**config.mk**
```make
export PLATFORM = sky130hd
export DESIGN_NAME = struct_field_unpacker_flat
export DESIGN_NICKNAME = d
export VERILOG_FILES = /design/src/rtl/struct_field_unpacker_if.sv /design/src/rtl/struct_field_unpacker.sv /design/src/flat_wrapper.sv
export SDC_FILE = /design/constraint.sdc
export NUM_CORES = 1
export LEC_CHECK = 0
export CORE_MARGIN = 2
export CORE_UTILIZATION = 40
export CTS_CLUSTER_DIAMETER = 50
export DETAILED_ROUTE_END_ITERATION = 8
export HOLD_SLACK_MARGIN = 0.06
export PLACE_DENSITY = 0.71
export SYNTH_ARGS = -nofsm -noshare
export SYNTH_HDL_FRONTEND = slang
export SYNTH_SLANG_ARGS = --single-unit
```
**constraint.sdc**
```tcl
create_clock -name i_clk -period 1.5 [get_ports i_clk]
set_input_delay 0.45 -clock i_clk [delete_from_list [all_inputs] [get_ports i_clk]]
set_output_delay 0.45 -clock i_clk [all_outputs]
set_load 0.02 [all_outputs]
```
**src/rtl/struct_field_unpacker_if.sv**
```systemverilog
// Handshake bundle between a packed-word producer, the field unpacker and the
// downstream field consumer.
interface struct_field_unpacker_if #(
  parameter int FIELD_WIDTH = 10,
  parameter int NUM_FIELDS  = 2
);
  localparam int IW = (NUM_FIELDS > 1) ? $clog2(NUM_FIELDS) : 1;

  logic                              i_in_valid;
  logic                              o_in_ready;
  logic [NUM_FIELDS*FIELD_WIDTH-1:0] i_in_data;
  logic                              o_out_valid;
  logic                              i_out_ready;
  logic [FIELD_WIDTH-1:0]            o_out_data;
  logic [IW-1:0]                     o_out_index;
  logic                              o_out_last;
  logic                              o_drop;

  modport slave (
    input  i_in_valid, i_in_data, i_out_ready,
    output o_in_ready, o_out_valid, o_out_data, o_out_index, o_out_last, o_drop
  );

  modport master (
    output i_in_valid, i_in_data, i_out_ready,
    input  o_in_ready, o_out_valid, o_out_data, o_out_index, o_out_last, o_drop
  );
endinterface

```
**src/rtl/struct_field_unpacker.sv**
```systemverilog
// Streams the fields of a packed word out one per beat, field 0 (MSBs) first,
// optionally dropping zero-valued fields.
module struct_field_unpacker #(
  parameter int FIELD_WIDTH = 10,
  parameter int NUM_FIELDS  = 2,
  parameter bit SKIP_ZERO   = 1'b0
) (
  input logic i_clk,
  input logic i_rst,
  struct_field_unpacker_if.slave bus
);
  localparam int WW = NUM_FIELDS * FIELD_WIDTH;
  localparam int IW = (NUM_FIELDS > 1) ? $clog2(NUM_FIELDS) : 1;

  typedef enum logic {IDLE, EMIT} state_t;

  state_t                 state_q, state_d;
  logic [WW-1:0]          word_q, word_d;
  logic [FIELD_WIDTH-1:0] data_q, data_d;
  logic [IW-1:0]          idx_q, idx_d;
  logic                   last_q, last_d;
  logic                   drop_q, drop_d;

  logic inReady;
  logic accept;
  logic beatDone;
  int   firstNew, secondNew, nextCur, nextSat, afterNext;

  function automatic logic [FIELD_WIDTH-1:0] fieldOf(input logic [WW-1:0] w, input int k);
    return w[(NUM_FIELDS-1-k)*FIELD_WIDTH +: FIELD_WIDTH];
  endfunction

  // Lowest emitted field index at or above 'from'; NUM_FIELDS means none left.
  function automatic int findFrom(input logic [WW-1:0] w, input int from);
    int res;
    res = NUM_FIELDS;
    for (int k = NUM_FIELDS-1; k >= 0; k--) begin
      if (k >= from && (!SKIP_ZERO || fieldOf(w, k) != '0)) res = k;
    end
    return res;
  endfunction

  always_comb begin
    inReady   = (state_q == IDLE) || (last_q && bus.i_out_ready);
    accept    = bus.i_in_valid && inReady;
    beatDone  = (state_q == EMIT) && bus.i_out_ready;
    firstNew  = findFrom(bus.i_in_data, 0);
    secondNew = findFrom(bus.i_in_data, firstNew + 1);
    nextCur   = findFrom(word_q, int'(idx_q) + 1);
    nextSat   = (nextCur > NUM_FIELDS-1) ? NUM_FIELDS-1 : nextCur;
    afterNext = findFrom(word_q, nextSat + 1);

    state_d = state_q;
    word_d  = word_q;
    data_d  = data_q;
    idx_d   = idx_q;
    last_d  = last_q;
    drop_d  = 1'b0;

    // A new word takes priority; it can only arrive alongside the final beat.
    if (accept) begin
      word_d = bus.i_in_data;
      if (firstNew >= NUM_FIELDS) begin
        state_d = IDLE;
        drop_d  = 1'b1;
      end else begin
        state_d = EMIT;
        data_d  = fieldOf(bus.i_in_data, firstNew);
        idx_d   = IW'(firstNew);
        last_d  = (secondNew >= NUM_FIELDS);
      end
    end else if (beatDone) begin
      if (last_q) begin
        state_d = IDLE;
      end else begin
        data_d = fieldOf(word_q, nextSat);
        idx_d  = IW'(nextSat);
        last_d = (afterNext >= NUM_FIELDS);
      end
    end
  end

  always_ff @(posedge i_clk or posedge i_rst) begin
    if (i_rst) begin
      state_q <= IDLE;
      word_q  <= '0;
      data_q  <= '0;
      idx_q   <= '0;
      last_q  <= 1'b0;
      drop_q  <= 1'b0;
    end else begin
      state_q <= state_d;
      word_q  <= word_d;
      data_q  <= data_d;
      idx_q   <= idx_d;
      last_q  <= last_d;
      drop_q  <= drop_d;
    end
  end

  assign bus.o_in_ready  = inReady;
  assign bus.o_out_valid = (state_q == EMIT);
  assign bus.o_out_data  = data_q;
  assign bus.o_out_index = idx_q;
  assign bus.o_out_last  = last_q;
  assign bus.o_drop      = drop_q;
endmodule

```
**src/flat_wrapper.sv**
```systemverilog
// flat-port wrapper written by rule: the top's interface ports become plain ports
module struct_field_unpacker_flat 
#(
  parameter int FIELD_WIDTH = 10,
  parameter int NUM_FIELDS  = 2,
  parameter bit SKIP_ZERO   = 1'b0
)
  (i_clk, i_rst, bus_i_in_valid, bus_i_in_data, bus_i_out_ready, bus_o_in_ready, bus_o_out_valid, bus_o_out_data, bus_o_out_index, bus_o_out_last, bus_o_drop);
  struct_field_unpacker_if #(.FIELD_WIDTH(FIELD_WIDTH), .NUM_FIELDS(NUM_FIELDS)) bus_i ();
  input logic i_clk;
  input logic i_rst;
  input wire logic [$bits(bus_i.i_in_valid)-1:0] bus_i_in_valid;
  input wire logic [$bits(bus_i.i_in_data)-1:0] bus_i_in_data;
  input wire logic [$bits(bus_i.i_out_ready)-1:0] bus_i_out_ready;
  output wire logic [$bits(bus_i.o_in_ready)-1:0] bus_o_in_ready;
  output wire logic [$bits(bus_i.o_out_valid)-1:0] bus_o_out_valid;
  output wire logic [$bits(bus_i.o_out_data)-1:0] bus_o_out_data;
  output wire logic [$bits(bus_i.o_out_index)-1:0] bus_o_out_index;
  output wire logic [$bits(bus_i.o_out_last)-1:0] bus_o_out_last;
  output wire logic [$bits(bus_i.o_drop)-1:0] bus_o_drop;
  assign bus_i.i_in_valid = bus_i_in_valid;
  assign bus_i.i_in_data = bus_i_in_data;
  assign bus_i.i_out_ready = bus_i_out_ready;
  assign bus_o_in_ready = bus_i.o_in_ready;
  assign bus_o_out_valid = bus_i.o_out_valid;
  assign bus_o_out_data = bus_i.o_out_data;
  assign bus_o_out_index = bus_i.o_out_index;
  assign bus_o_out_last = bus_i.o_out_last;
  assign bus_o_drop = bus_i.o_drop;
  struct_field_unpacker #(.FIELD_WIDTH(FIELD_WIDTH), .NUM_FIELDS(NUM_FIELDS), .SKIP_ZERO(SKIP_ZERO)) u_core (.i_clk(i_clk), .i_rst(i_rst), .bus(bus_i));
endmodule
```
## Yosys cells after proc, flatten, opt, wreduce, memory -nomap -nowiden

Index checks and enable logic that the tools add are counted.
Widths: inputs -> output; s select.

- Flip-flop bits (word level): 33
- Logic and storage cells: 43
- Output and inout port bits: 15
- Input bits: 24

- $mul: 1
- Mux-type cells: 17
- $lt $le $gt $ge: 6
- Eq/ne operators: 1
- Shift operators: 1
- Reductions and logical operators: 8
- $add $sub $neg: 3
- Bitwise logic cells: 1

Operator list:

| cell | count |
|---|---|
| $mux 32 | 3 |
| $ge 1x32->1 const A | 2 |
| $ge 2x32->1 const A | 2 |
| $add 32x2->32 const B | 1 |
| $ge 32x3->1 const B | 1 |
| $gt 32x2->1 const B | 1 |
| $mul 32x4->31 const B | 1 |
| $shiftx 20x32->10 | 1 |
| $sub 2x32->32 const A | 1 |
| $mux 10 | 3 |
| $mux 1 | 9 |
| $mux 2 | 2 |
| $reduce_and 2->1 | 2 |
| $reduce_bool 2->1 | 2 |
| $logic_and 1x1->1 | 3 |
| $add 1x1->2 const B | 1 |
| $ne 2x2->1 const B | 1 |
| $logic_or 1x1->1 | 1 |
| $not 1->1 | 1 |

## Depth between registers and ports, before layout

- Depth in word-level cells: 14
- Mapped depth: 5
- Gate-level depth less buffers: 3

## Least setup slack after synthesis

Ideal clock, no wire load.

- Path kind: register to output
- From: reg u_core.state_q, in the netlist u_core.bus.o_out_valid
- To: out bus_o_in_ready
- Required time: 1050 ps
- Setup slack: 50 ps
- Buffers on the path: 1
- Cell stages (with the launch flop): 4
- Arrival: 1000 ps
- Path through: dfrtp_1 > a21boi_2 > buf_4 > inv_1

- Cells in the longest elaborated chain, start to end: 2

RTL lines:

| element | line | text |
|---|---|---|
| start: declaration | struct_field_unpacker.sv:17 | `state_t state_q, state_d;` |
| start signal: assignment | struct_field_unpacker.sv:92 | `state_q <= state_d;` |
| $not 1->1 | struct_field_unpacker.sv:44 | `inReady = (state_q == IDLE) \|\| (last_q && bus.i_out_ready);` |
| $logic_or 1x1->1 | struct_field_unpacker.sv:44 |  |
| end: declaration | flat_wrapper.sv:15 | `output wire logic [$bits(bus_i.o_in_ready)-1:0] bus_o_in_ready;` |

Every way passes these cells.

## Worst setup path in the final report

- From: reg u_core.last_q, in the netlist u_core.bus.o_out_last
- To: out bus_o_in_ready

- Cells in the longest elaborated chain, start to end: 2

RTL lines:

| element | line | text |
|---|---|---|
| start: declaration | struct_field_unpacker.sv:21 | `logic last_q, last_d;` |
| start signal: assignment | struct_field_unpacker.sv:96 | `last_q <= last_d;` |
| $logic_and 1x1->1 | struct_field_unpacker.sv:44 |  |
| $logic_or 1x1->1 | struct_field_unpacker.sv:44 |  |

Every way passes these cells.

==> summary.txt <==
Number of fill cells -> 250
Final critical-path required period -> 1.57 ns
Vias in the first global route -> 935
Count of buffers inserted at the top-level ports -> 37
Initial cell density of the core -> 0.428
Crit. End Element -> output pin
Setup violations, final -> 2
Total leakage power -> 0.000805 uW
Kind of cell with the highest combined delay on the critical path -> flip-flops
M1 wire length -> 1250 um
Clock Pin Slew Worst Setup and Hold Paths -> 0.15 ns
DR WL met2 -> 1200 um
Synth-to-layout area growth -> 38.6%
Antenna violations before repair -> 0
Routed Wire Length -> 2680 um
CTS buffer count -> 3
Share of the synthesized area in the top cell type -> 0.484
Number of buffer and inverter stages on the critical path -> 2
Max clock buf depth -> 2
Fin. max-slew vios -> 0
Post-Layout Cell Count -> 172
Drt first-iter violations -> 10
Most frequent cells in the layout -> 23 x sky130_fd_sc_hd__dfrtp_1, 21 x sky130_fd_sc_hd__clkdlybuf4s50_1, 15 x sky130_fd_sc_hd__mux2_4, 12 x sky130_fd_sc_hd__inv_1
TritonCTS clock tree -> yes
Hold Vio Cnt, Final -> 0
Largest stage delay on the critical path -> 0.44 ns
DP Area -> 1610 sq um
Setup repair after global routing missed its margin -> true
Largest net degree at the start of global routing -> 24
Via density per instance -> 5.20
Proportion of layout cells with a drive suffix above 1 -> 0.376
Number of flip-flops and latches in the synthesized netlist -> 23
Met3 wire length -> 179 um
Post-route fraction of the period consumed by the critical path -> 1.05
Area of the mapped netlist -> 1190 sq um
CTS sink cnt -> 23
Routed length per instance -> 15.6 um
Yosys Warn Count -> 0
Cells after Synth -> 95
F_max -> 637 MHz
Netlist cell types -> 22
Ranking of synthesized cells by area -> sky130_fd_sc_hd__dfrtp_1 48%, sky130_fd_sc_hd__mux2_4 13%, sky130_fd_sc_hd__mux2_1 8.5%
Cell at the slowest stage of the critical path -> sky130_fd_sc_hd__dfrtp_1
Largest area contributor in the netlist -> sky130_fd_sc_hd__dfrtp_1
Signal arrival time at the worst endpoint -> 1.12 ns
Clock latency on the worst-skew pair -> 0.34 ns
Run status -> finished with violations
I/O pin count -> 39
Final design instance area without fill -> 1650 sq um
CTS root buffer -> sky130_fd_sc_hd__clkbuf_4
Die Area -> 3430 sq um
Max-cap violations -> 0
Placed Cells incl. Taps -> 166
Top layer reached by signal wires -> met4
Final ANT Viol Nets -> 0
Global placement routability congestion -> 0.720
WHS -> 0.430 ns
Fraction of the yosys area taken by sequential cells -> 0.484
Detailed placer's ending HPWL -> 1910 um
Element type at the critical path start -> flip-flop
Number of levels the H-tree was split into -> 1
Violations in the final reports -> negative setup slack
DRC violation count after routing -> 0
Worst Skew -> 0.0249 ns
Width of the die -> 58.5 um
Most common cell after layout, fill and taps aside -> sky130_fd_sc_hd__dfrtp_1
Aggregate global-route resource usage -> 0.172
Total iterations of the first detailed-routing run -> 4
Setup slack of the critical path after layout -> -0.0688 ns
Pre-CTS setup slack -> -0.622 ns
Worst-path maximum fanout -> 3
Post-cts hold buffer count -> 0
WS Path Type -> flip-flop to output pin
First-pass GRT wire length -> 4350 um
Vias post-DR -> 895
Crit path cell chain -> a21boi_2 > inv_1 > buf_6
Overall die height -> 58.5 um
IR drop worst, VDD -> 1.17 mV
Required time at the worst-slack endpoint -> 1.05 ns
Site Rows -> 19
Total nets after synthesis -> 119
Diode count -> 0
Count of nets after finishing -> 166
Total overflow reported by the global router -> 0
Core region area -> 2780 sq um
Ratio of total power to cell area -> 1780 nW/um^2
Avg Synthesized Cell Area -> 12.5 sq um
Hold/Removal Path Class -> input port to asynchronous set/reset pin
## where the power goes
| part | switching [uW] | internal [uW] |
|---|---|---|
| logic | 673 | 843 |
| clock network | 212 | 102 |
| registers | 180 | 923 |
| total | 1070 | 1870 |
## layer usage
layer | up-vias | GRT usage
met5 | - | 0
li1 | 415 | -
met1 | 442 | 0.217
met2 | 31 | 0.274
met4 | 0 | 0.0565
met3 | 7 | 0.0615
## layout make-up
class / count / area, sq um / share of cell area
Multi-Input combinational cell: 53 / 527 / 0.319
Timing Repair Buffer: 49 / 433 / 0.263
Clock inverter: 1 / 7.51 / 0.00455
Tap cell: 31 / 38.8 / 0.0235
Clock buffer: 3 / 22.5 / 0.0137
Sequential cell: 23 / 576 / 0.349
Inverter: 12 / 45.0 / 0.0273
## synth_stat cells
master,count
sky130_fd_sc_hd__inv_1,12
sky130_fd_sc_hd__nor2b_1,1
sky130_fd_sc_hd__conb_1,1
sky130_fd_sc_hd__buf_6,3
sky130_fd_sc_hd__nor2b_2,1
sky130_fd_sc_hd__a21o_1,2
sky130_fd_sc_hd__or2b_1,1
sky130_fd_sc_hd__and2b_2,1
sky130_fd_sc_hd__o32ai_2,1
sky130_fd_sc_hd__o32ai_1,9
sky130_fd_sc_hd__mux2_2,1
sky130_fd_sc_hd__mux2_1,9
sky130_fd_sc_hd__or2_1,1
sky130_fd_sc_hd__dlymetal6s2s_1,1
sky130_fd_sc_hd__a21boi_2,1
sky130_fd_sc_hd__and2_1,1
sky130_fd_sc_hd__dfrtp_1,23
sky130_fd_sc_hd__mux2_4,10
sky130_fd_sc_hd__nand2_1,11
sky130_fd_sc_hd__buf_4,3
sky130_fd_sc_hd__and3_4,1
sky130_fd_sc_hd__o21ai_4,1
## registers in the layout (all words and copies together), names as in the netlist
name                    flops
u_core.bus.o_out_data      10
u_core.word_q              10
u_core.bus.o_out_index      1
u_core.bus.o_out_last       1
u_core.bus.o_out_valid      1
## worst reg2reg max path: stages (launching register included)
cell and delay, ns:
sky130_fd_sc_hd__dfrtp_1 0.42, sky130_fd_sc_hd__buf_4 0.15, sky130_fd_sc_hd__nor2b_2 0.17, sky130_fd_sc_hd__o21ai_4 0.19, sky130_fd_sc_hd__clkbuf_16 0.18, sky130_fd_sc_hd__mux2_1 0.32
## kinds of logic (layout without fill, tap and decap cells)
kind of cell | after synthesis | after routing | share of synthesized area
AO/OA/AOI/OAI | 14 | 14 | 0.116
other | 1 | 1 | 0.00315
flip-flops | 23 | 23 | 0.484
buffers and inverters | 19 | 65 | 0.0957
AND/OR/NAND/NOR | 18 | 18 | 0.0810
multiplexers | 20 | 20 | 0.221
## final timing paths
path | slack (ns) | cells after the start | startpoint | endpoint
hold / removal | 0.43 | 3 | i_rst | u_core.bus.o_out_data[8]
setup / recovery | -0.07 | 3 | u_core.bus.o_out_last | bus_o_in_ready
min in group i_clk | 0.50 | 1 | u_core.bus.o_out_index | u_core.bus.o_out_index
max in group asynchronous | 0.80 | 3 | i_rst | u_core.word_q[7]
setup reg to reg | 0.01 | 5 | u_core.bus.o_out_valid | u_core.bus.o_out_data[3]
hold reg to reg | 0.50 | 1 | u_core.bus.o_out_index | u_core.bus.o_out_index
## per-stage QoR
step                TNS [ns]  power, uW   util
global placement       -9.65       2590  0.577
global route          -0.617       3110  0.593
CTS                   -0.129       2910  0.597
floorplan                  0       2020      -
finish               -0.0940       2930  0.593
detailed placement    -10.75       2620  0.577
## timing repair
action,4_1_cts,5_1_grt
pin swaps,2,2
buffers inserted,1,0
gates resized for setup,44,17
gates cloned,0,1
setup endpoints to repair,34,23
(Power assumes the default switching activity.)
